File: config.mk
export PLATFORM = sky130hd
export DESIGN_NAME = spi_target
export DESIGN_NICKNAME = d
export VERILOG_FILES = /design/src/rtl/spi_target.sv
export SDC_FILE = /design/constraint.sdc
export NUM_CORES = 1
export LEC_CHECK = 0
export ABC_AREA = 1
export BUFFER_PORTS_ARGS = -buffer_cell sky130_fd_sc_hd__buf_4
export CORE_MARGIN = 2
export CORE_UTILIZATION = 61
export DETAILED_ROUTE_END_ITERATION = 10
export GPL_TIMING_DRIVEN = 0
export PLACE_DENSITY_LB_ADDON = 0.3
export SLEW_MARGIN = 20
export SYNTH_ARGS = -nofsm -noshare
export SYNTH_HDL_FRONTEND = slang
export SYNTH_SLANG_ARGS = --single-unit
File: constraint.sdc
create_clock -name clock_sys -period 2.65 [get_ports clock_sys]
set_input_delay 0.1325 -clock clock_sys [delete_from_list [all_inputs] [get_ports clock_sys]]
set_output_delay 0.1325 -clock clock_sys [all_outputs]
set_load 0.01 [all_outputs]
File: src/rtl/spi_target.sv
// SPI mode-0 target with a DATA/STATUS register pair on the 8-bit system bus.
// SPI pins are resynchronised into clock_sys; all frame state is clock_sys-domain.
module spi_target #(
  parameter logic [7:0] BASE_ADDR = 8'h20,
  parameter logic [7:0] IDLE_TX   = 8'hFF
) (
  input  logic       clock_sys,
  input  logic       reset,
  input  logic [7:0] addr,
  input  logic [7:0] data,
  input  logic       rw,
  input  logic       cs,
  output logic [7:0] data_out,
  output logic       data_out_en,
  input  logic       spi_sck,
  input  logic       spi_cs_n,
  input  logic       spi_mosi,
  output logic       spi_miso,
  output logic       spi_miso_en
);

  localparam logic [7:0] STAT_ADDR = BASE_ADDR + 8'd1;

  typedef enum logic {IDLE, ACTIVE} state_t;

  state_t     state;
  logic       sck_s1, sck_s2, sck_prev;
  logic       csn_s1, csn_s2, csn_prev;
  logic       mosi_s1, mosi_s2;
  logic       bus_prev;
  logic [7:0] rx_data, tx_hold;
  logic [6:0] rx_shift, tx_shift;
  logic [2:0] count;
  logic       rx_full, tx_empty, overrun;

  logic       access, wr_data, rd_data, clr_ovr;
  logic       sck_rise, sck_fall, cs_fall, cs_rise;
  logic [7:0] load_byte, rx_byte, status;

  always_ff @(posedge clock_sys or posedge reset) begin
    if (reset) begin
      sck_s1   <= 1'b0; sck_s2  <= 1'b0; sck_prev <= 1'b0;
      csn_s1   <= 1'b1; csn_s2  <= 1'b1; csn_prev <= 1'b1;
      mosi_s1  <= 1'b0; mosi_s2 <= 1'b0;
      bus_prev <= 1'b1;
    end else begin
      sck_s1   <= spi_sck;  sck_s2  <= sck_s1;  sck_prev <= sck_s2;
      csn_s1   <= spi_cs_n; csn_s2  <= csn_s1;  csn_prev <= csn_s2;
      mosi_s1  <= spi_mosi; mosi_s2 <= mosi_s1;
      bus_prev <= cs;
    end
  end

  assign access    = ~cs & bus_prev;
  assign wr_data   = access & ~rw & (addr == BASE_ADDR);
  assign rd_data   = access &  rw & (addr == BASE_ADDR);
  assign clr_ovr   = access & ~rw & (addr == STAT_ADDR) & data[2];
  assign sck_rise  =  sck_s2 & ~sck_prev;
  assign sck_fall  = ~sck_s2 &  sck_prev;
  assign cs_fall   = ~csn_s2 &  csn_prev;
  assign cs_rise   =  csn_s2 & ~csn_prev;
  assign load_byte = tx_empty ? IDLE_TX : tx_hold;
  assign rx_byte   = {rx_shift, mosi_s2};
  assign status    = {4'b0000, ~csn_s2, overrun, tx_empty, rx_full};

  assign data_out_en = ~cs & rw;

  always_comb begin
    data_out = '0;
    if (addr == BASE_ADDR)      data_out = rx_data;
    else if (addr == STAT_ADDR) data_out = status;
  end

  // Bus clears come first and a bus DATA write comes last, so a byte completing
  // during a DATA read keeps rx_full set and a write during a tx load still lands.
  always_ff @(posedge clock_sys or posedge reset) begin
    if (reset) begin
      state       <= IDLE;
      spi_miso    <= 1'b0;
      spi_miso_en <= 1'b0;
      rx_data     <= '0;
      rx_shift    <= '0;
      tx_shift    <= '0;
      tx_hold     <= '0;
      rx_full     <= 1'b0;
      tx_empty    <= 1'b1;
      overrun     <= 1'b0;
      count       <= '0;
    end else begin
      if (rd_data) rx_full <= 1'b0;
      if (clr_ovr) overrun <= 1'b0;

      case (state)
        IDLE: begin
          if (cs_fall) begin
            state       <= ACTIVE;
            count       <= '0;
            spi_miso_en <= 1'b1;
            tx_shift    <= load_byte[6:0];
            spi_miso    <= load_byte[7];
            if (!tx_empty) tx_empty <= 1'b1;
          end
        end
        ACTIVE: begin
          if (cs_rise) begin
            state       <= IDLE;
            count       <= '0;
            spi_miso_en <= 1'b0;
            spi_miso    <= 1'b0;
          end else if (sck_rise) begin
            rx_shift <= rx_byte[6:0];
            if (count == 3'd7) begin
              count <= '0;
              if (!rx_full || rd_data) begin
                rx_data <= rx_byte;
                rx_full <= 1'b1;
              end else begin
                overrun <= 1'b1;
              end
            end else begin
              count <= count + 3'd1;
            end
          end else if (sck_fall) begin
            if (count == 3'd0) begin
              tx_shift <= load_byte[6:0];
              spi_miso <= load_byte[7];
              if (!tx_empty) tx_empty <= 1'b1;
            end else begin
              tx_shift <= {tx_shift[5:0], 1'b0};
              spi_miso <= tx_shift[6];
            end
          end
        end
        default: state <= IDLE;
      endcase

      if (wr_data) begin
        tx_hold  <= data;
        tx_empty <= 1'b0;
      end
    end
  end

endmodule
==> metrics.txt, run 1 <==
status=complete, no violations; distinct cell type count after synthesis=30; slowest cell delay on critical path=0.42 ns; number of setup violations in the final report=0; antenna diode instance count=0; filler cell count=259; endpoint type of the worst setup path=register; arrival time of the worst setup path=1.80 ns; number of CTS-inserted buffers=5; Clock Root Buffer=sky130_fd_sc_hd__clkbuf_8; maximum level of the CTS H-tree=2; Total Die Area=0.00433 mm²; max-slew headroom at the worst pin=0.761; Tot GR Track Use=0.220; total wire length after detailed routing=4260 µm; maximum clock frequency=637 MHz; leakage=1.48 nW; CP bufs+invs=3; global route overflow=0; flops & latches, synth=48; clock slew at the register clock pins of the worst setup and hold paths=0.09 ns; hold path start=data[3]; top library cells by usage in the layout, fill and taps aside=sky130_fd_sc_hd__nand2_1 (60), sky130_fd_sc_hd__dfrtp_1 (43), sky130_fd_sc_hd__buf_4 (34), sky130_fd_sc_hd__inv_1 (33); RD Place Congestion=0.828; vias in the first global route=1,654; num rows=22; clk sink count=48; actual slew at the worst max-slew pin=0.359 ns; worst-case vdd ir drop=0.443 mV; I/O Buffers=33; post-detailed-route DRC marker count=0; Seq/Total Area, Yosys=0.518; post-route setup TNS=0 ns; placed cell area=0.00266 mm²; critical-path cell with the highest stage delay=sky130_fd_sc_hd__dfrtp_1; Final Critical Period=1.57 ns; antenna-violating nets left=0; Layout Cells excl Fill=354; area of the mapped netlist=0.00233 mm²; Boundary Pins=34; TritonCTS clock tree=done; clock network latency to the later pin of the worst-skew pair=0.30 ns; detail-routed net length per standard cell=12.0 µm; Crit path max-delay family=compound AO/OA/AOI/OAI gates; global-route wire length before repair=7230 µm; ratio of final minimum period to clock period=0.592; placed wire-length estimate=3270 µm; Avg Vias per Cell=5.14; share of post-route cells with drive strength above 1=0.304; endpoints failing hold=0; count of routing violations after the opening detailed-route iteration=76; worst setup path startpoint=count[0]; cell count after placement=341; maximum number of pins on one net before global-route repair=36; design area=0.00279 mm²; Hold WS=0.0695 ns; post-CTS repair timing setup buffer count=0; horizontal extent of the die=65.8 µm; number of buffers between clock root and the deepest sink=2; Top cell by count, worst path=sky130_fd_sc_hd__o21ai_0; Gate Count Post-Synth=259; mean cell area of the mapped netlist=9.00 µm²; commonest non-fill, non-tap cell in the layout=sky130_fd_sc_hd__nand2_1; largest fanout of any net on the critical path=10; final net count=331; P per Cell Area=651 mW/mm²; number of detailed-routing iterations run before antenna repair=6; RSZ-0062 raised after global routing=false; via count=1,820; Crit Reg-Reg Startpoint=count[0]; Final Slew Violations=0; area added between synthesis and finish=19.7%; initial antenna violation count=0; Net Count, Synth=285; critical path start-end classification=reg -> reg; Yosys Warn Count=0; largest clock skew in the final design=0.0117 ns; Initial Utilization=0.637; worst min-delay path class=in -> reg; total chip power=0.00182 W; Die Span Y=65.8 µm; Core ar.=0.00366 mm²; required time at the endpoint of the critical path=2.88 ns; cell-by-cell trace of the critical path=inv_1 > ha_1 > inv_2 > o21ai_1 > buf_2 > o21ai_0 > o21ai_0 > nand2_2 > o21ai_2; crit path launch type=register; max-capacitance violation count=0
[layer usage]
metal | GRT usage | routed length, µm
met1 | 0.296 | 1930
met2 | 0.360 | 2050
met3 | 0.0494 | 219
met4 | 0.0651 | 54
met5 | 0 | 0
[path summary, 6_finish.rpt]
check | end | slack (ns) | depth (start not counted)
setup / recovery | tx_shift[3] | 1.08 | 9
hold / removal | tx_hold[3] | 0.07 | 3
setup reg to reg | tx_shift[3] | 1.08 | 9
hold reg to reg | mosi_s2 | 0.36 | 0
max in group asynchronous | bus_prev | 1.76 | 4
min in group asynchronous | rx_data[5] | 0.34 | 3
[stage by stage]
stage	setup slack [ns]	util
6_report	1.08	0.762
4_1_cts	1.10	0.762
3_3_place_gp	0.813	0.721
2_1_floorplan	1.27	-
3_5_place_dp	1.13	0.726
5_1_grt	0.947	0.762
[worst min-delay path, stage by stage]
cell	delay, ns
sky130_fd_sc_hd__buf_4	0.10
sky130_fd_sc_hd__inv_1	0.04
sky130_fd_sc_hd__o21ai_1	0.06
[state kept, by name, indices dropped and copies added (netlist names), 3 cells and up]
name and count:
rx_data 8, tx_shift 7, tx_hold 8, rx_shift 7
count 3
[cells by family (layout without fill, tap and decap cells)]
group                      after synthesis  in the layout  synth area share
AOI/OAI and AO/OA                       44             44             0.115
adders and majority gates                3              3            0.0161
buffers and inverters                   48             95            0.0891
DFF                                     48             48             0.518
and+or+nand+nor                        116            116             0.261
[layout make-up]
class | instances | area, µm² | share of cell area
Tap cell | 48 | 60.1 | 0.0215
Timing Repair Buffer | 39 | 318 | 0.114
Buffer | 6 | 50.0 | 0.0179
Clock inverter | 1 | 5.00 | 0.00179
Inverter | 42 | 158 | 0.0565
Multi-Input combinational cell | 163 | 916 | 0.328
Clock buffer | 7 | 76.3 | 0.0274
Sequential cell | 48 | 1210 | 0.433
[Yosys cell counts]
master / n / area share
sky130_fd_sc_hd__nand2_1: 60 / 0.097
sky130_fd_sc_hd__dfrtp_1: 43 / 0.46
sky130_fd_sc_hd__inv_1: 34 / 0.055
sky130_fd_sc_hd__o21ai_0: 15 / 0.032
sky130_fd_sc_hd__o21ai_1: 15 / 0.032
sky130_fd_sc_hd__nor2_1: 14 / 0.023
sky130_fd_sc_hd__nand2_2: 10 / 0.027
sky130_fd_sc_hd__nand4_1: 9 / 0.024
sky130_fd_sc_hd__inv_2: 8 / 0.013
sky130_fd_sc_hd__nand3_1: 8 / 0.017
sky130_fd_sc_hd__o21ai_2: 7 / 0.026
sky130_fd_sc_hd__dfstp_2: 5 / 0.056
sky130_fd_sc_hd__a21oi_2: 4 / 0.015
sky130_fd_sc_hd__nor2_4: 4 / 0.019
sky130_fd_sc_hd__buf_6: 3 / 0.014
sky130_fd_sc_hd__ha_1: 3 / 0.016
sky130_fd_sc_hd__nand2_4: 3 / 0.014
sky130_fd_sc_hd__nor2_2: 2 / 0.0054
sky130_fd_sc_hd__a21boi_1: 1 / 0.0032
sky130_fd_sc_hd__a22oi_1: 1 / 0.0032
sky130_fd_sc_hd__and2b_1: 1 / 0.0032
sky130_fd_sc_hd__buf_2: 1 / 0.0021
sky130_fd_sc_hd__buf_4: 1 / 0.0032
sky130_fd_sc_hd__clkbuf_1: 1 / 0.0016
sky130_fd_sc_hd__nand2_8: 1 / 0.0086
sky130_fd_sc_hd__nand3_2: 1 / 0.0043
sky130_fd_sc_hd__nand3_4: 1 / 0.0075
sky130_fd_sc_hd__nand3b_4: 1 / 0.0086
sky130_fd_sc_hd__o211ai_1: 1 / 0.0032
sky130_fd_sc_hd__or2_1: 1 / 0.0027
[report_power, final]
group          internal [W]  switching, W
Clock              0.000185      0.000228
Sequential         0.000872     0.0000850
Combinational      0.000187      0.000261
Total               0.00124      0.000573
[timing repair]
item                                    in CTS  in global routing
endpoints found under the hold margin       16                  0
endpoints found under the setup margin       0                  0
gates resized for setup                      0                  0
hold buffers                                 5                  0
Note: power is estimated with default switching activity, not from simulation.
==> run 2, diff against run 1 <==
Settings changed: CORE_UTILIZATION 61 to 56.
Clock period 2.65 ns to 1.5 ns, I/O delays scaled along.
==> run 2 against run 1 <==
Effect of this change:
- clock power grew 89%
- hold slack worse by 0.061 ns
- sequential power is 77% higher
- wire length increased by 7.6%
- clock-buffer cell count is 1 lower
- die area increased by 8.4%
- combinational power up 95%
- fmax up 6.2%
- register-to-register slack got worse by 1.1 ns
- largest power group unchanged
==> metrics.txt, run 2 (same netlist as run 1, synthesis figures left out) <==
global route overflow=0 (unchanged); Total Die Area=0.00469 mm² (+8.4%); ratio of final minimum period to clock period=0.985 (+0.393); number of setup violations in the final report=0 (unchanged); critical-path cell with the highest stage delay=sky130_fd_sc_hd__dfrtp_1; I/O Buffers=33 (unchanged); antenna diode instance count=0 (unchanged); number of CTS-inserted buffers=5 (unchanged); maximum level of the CTS H-tree=2 (unchanged); Hold WS=0.00881 ns (-0.0607 ns); actual slew at the worst max-slew pin=0.367 ns (+0.00789 ns); clk sink count=48 (unchanged); setup slack at placement=-0.0309 ns (-1.16 ns); endpoint type of the worst setup path=register; cell-by-cell trace of the critical path=inv_1 > ha_2 > inv_2 > o21ai_4 > buf_6 > o21ai_0 > o21ai_0 > nand2_2 > o21ai_2; Reg2Reg Capture Point=tx_shift[2]; horizontal extent of the die=68.5 µm (+4.1%); Crit Reg-Reg Startpoint=count[1]; share of post-route cells with drive strength above 1=0.322 (+0.0186); placed wire-length estimate=3310 µm (+1.2%); Final Critical Period=1.48 ns (-0.0919 ns); area added between synthesis and finish=22.1%; register-to-register path setup slack=0.02 ns (-1.06 ns); antenna-violating nets left=0 (unchanged); post-detailed-route DRC marker count=0 (unchanged); worst-case hold path end point=tx_hold[6]; Core ar.=0.00400 mm² (+9.3%); placed cell area=0.00266 mm² (about the same); filler cell count=308 (+19%); max-slew headroom at the worst pin=0.755 (-0.00561); Top cell by count, worst path=sky130_fd_sc_hd__o21ai_0; registers with the most flip-flops=rx_data: 8 flops, tx_hold: 8 flops; required time at the endpoint of the critical path=1.73 ns (-1.15 ns); status=complete, no violations; design area=0.00285 mm² (+2.0%); initial antenna violation count=0 (unchanged); post-route setup TNS=0 ns (unchanged); number of detailed-routing iterations run before antenna repair=4 (-2); critical path start-end classification=reg -> reg; total wire length after detailed routing=4580 µm (+7.6%); worst min-delay path class=in -> reg; via count=1,813 (-0.38%); Die Span Y=68.5 µm (+4.1%); worst-case vdd ir drop=0.868 mV (+96%); TritonCTS clock tree=done; global-route wire length before repair=7290 µm (+0.86%); num rows=23 (+4.5%); Boundary Pins=34 (unchanged); hold-critical path depth=3 (unchanged); area of the multi-input gates=937 µm² (+2.3%); clock slew at the register clock pins of the worst setup and hold paths=0.08 ns (about the same); Layout Cells excl Fill=357 (+0.85%); P per Cell Area=1180 mW/mm² (+80%); Clock Root Buffer=sky130_fd_sc_hd__clkbuf_8; Initial Utilization=0.583 (-0.0540); post-layout worst setup margin=0.0219 ns (-1.06 ns); final net count=332 (+0.30%); maximum number of pins on one net before global-route repair=34 (-5.6%); maximum clock frequency=677 MHz (+6.2%); leakage=1.51 nW (+1.5%); cell count after placement=343 (+0.59%); hold path start=data[6]; slowest cell delay on critical path=0.42 ns (about the same); Avg Vias per Cell=5.08 (-1.2%); clock network latency to the later pin of the worst-skew pair=0.30 ns (about the same); crit path launch type=register; storage element area=0.00121 mm² (unchanged); commonest non-fill, non-tap cell in the layout=sky130_fd_sc_hd__nand2_1; max-capacitance violation count=0 (unchanged); largest clock skew in the final design=0.00619 ns (-0.00555 ns); arrival time of the worst setup path=1.71 ns (-0.09 ns); Tot GR Track Use=0.211 (-0.00939); Final Slew Violations=0 (unchanged); vias in the first global route=1,645 (-0.54%); top library cells by usage in the layout, fill and taps aside=sky130_fd_sc_hd__nand2_1 (60), sky130_fd_sc_hd__dfrtp_1 (43), sky130_fd_sc_hd__buf_4 (35), sky130_fd_sc_hd__inv_1 (33), sky130_fd_sc_hd__o21ai_1 (17); detail-routed net length per standard cell=12.8 µm (+6.7%); count of routing violations after the opening detailed-route iteration=144 (+89%); number of buffers between clock root and the deepest sink=2 (unchanged); endpoints failing hold=0 (unchanged); RD Place Congestion=0.788 (-4.8%); largest fanout of any net on the critical path=5 (-5); number of cell instances on the worst register-to-register path=9 (unchanged)
run 2: layout make-up:
cell class,count,share of cell area
inverter,42,0.0554
tap,50,0.0220
sequential,48,0.424
timing repair buffer,41,0.117
multi-input combinational,163,0.329
clock buffer,6,0.0290
buffer,5,0.0198
clock inverter,2,0.00352
run 2: through the flow:
| stage | total power [W] | util |
|---|---|---|
| 5_1_grt | 0.00356 | 0.712 |
| 3_5_place_dp | 0.00250 | 0.665 |
| 4_1_cts | 0.00329 | 0.702 |
| 6_report | 0.00335 | 0.712 |
| 2_1_floorplan | 0.00226 | - |
| 3_3_place_gp | 0.00245 | 0.660 |
run 2: repair_timing:
item | CTS | global route
endpoints found under the hold margin | 19 | 0
resized for setup | 2 | 9
buffers inserted | 0 | 1
endpoints found under the setup margin | 5 | 17
hold buffers | 5 | 0
gates cloned | 0 | 1
run 2: worst max-delay path by stage:
stage / slack (ns) / startpoint / endpoint
6_report: 0.02 / count[1] / tx_shift[2]
5_1_grt: -0.06 / count[1] / tx_shift[2]
4_1_cts: 0.03 / count[0] / rx_full
3_5_place_dp: -0.03 / count[0] / tx_shift[3]
3_3_place_gp: -0.31 / reset / spi_miso
2_1_floorplan: 0.12 / count[0] / rx_full
run 2: per-layer routing:
layer  vias to the layer above  routed length [µm]  global-route usage
met2                        50                2200               0.334
met5                         -                   0                   0
li1                        916                   -                   -
met3                         4                 263              0.0519
met4                         0                  44              0.0475
met1                       843                2080               0.295
run 2: where the power goes:
part	total, W	leakage [nW]	internal (W)	switching, W
clock	0.000781	0.0510	0.000368	0.000413
combinational	0.000871	0.864	0.000376	0.000495
sequential	0.00169	0.591	0.00154	0.000153
run 2: critical path: cells and delay by family (launching register included):
kind / cells / cell delay [ns]
buffers and inverters: 3 / 0.26
adder cells (fa/ha/maj): 1 / 0.18
AND/OR/NAND/NOR: 1 / 0.10
flip-flops: 1 / 0.42
AO/OA/AOI/OAI: 4 / 0.45
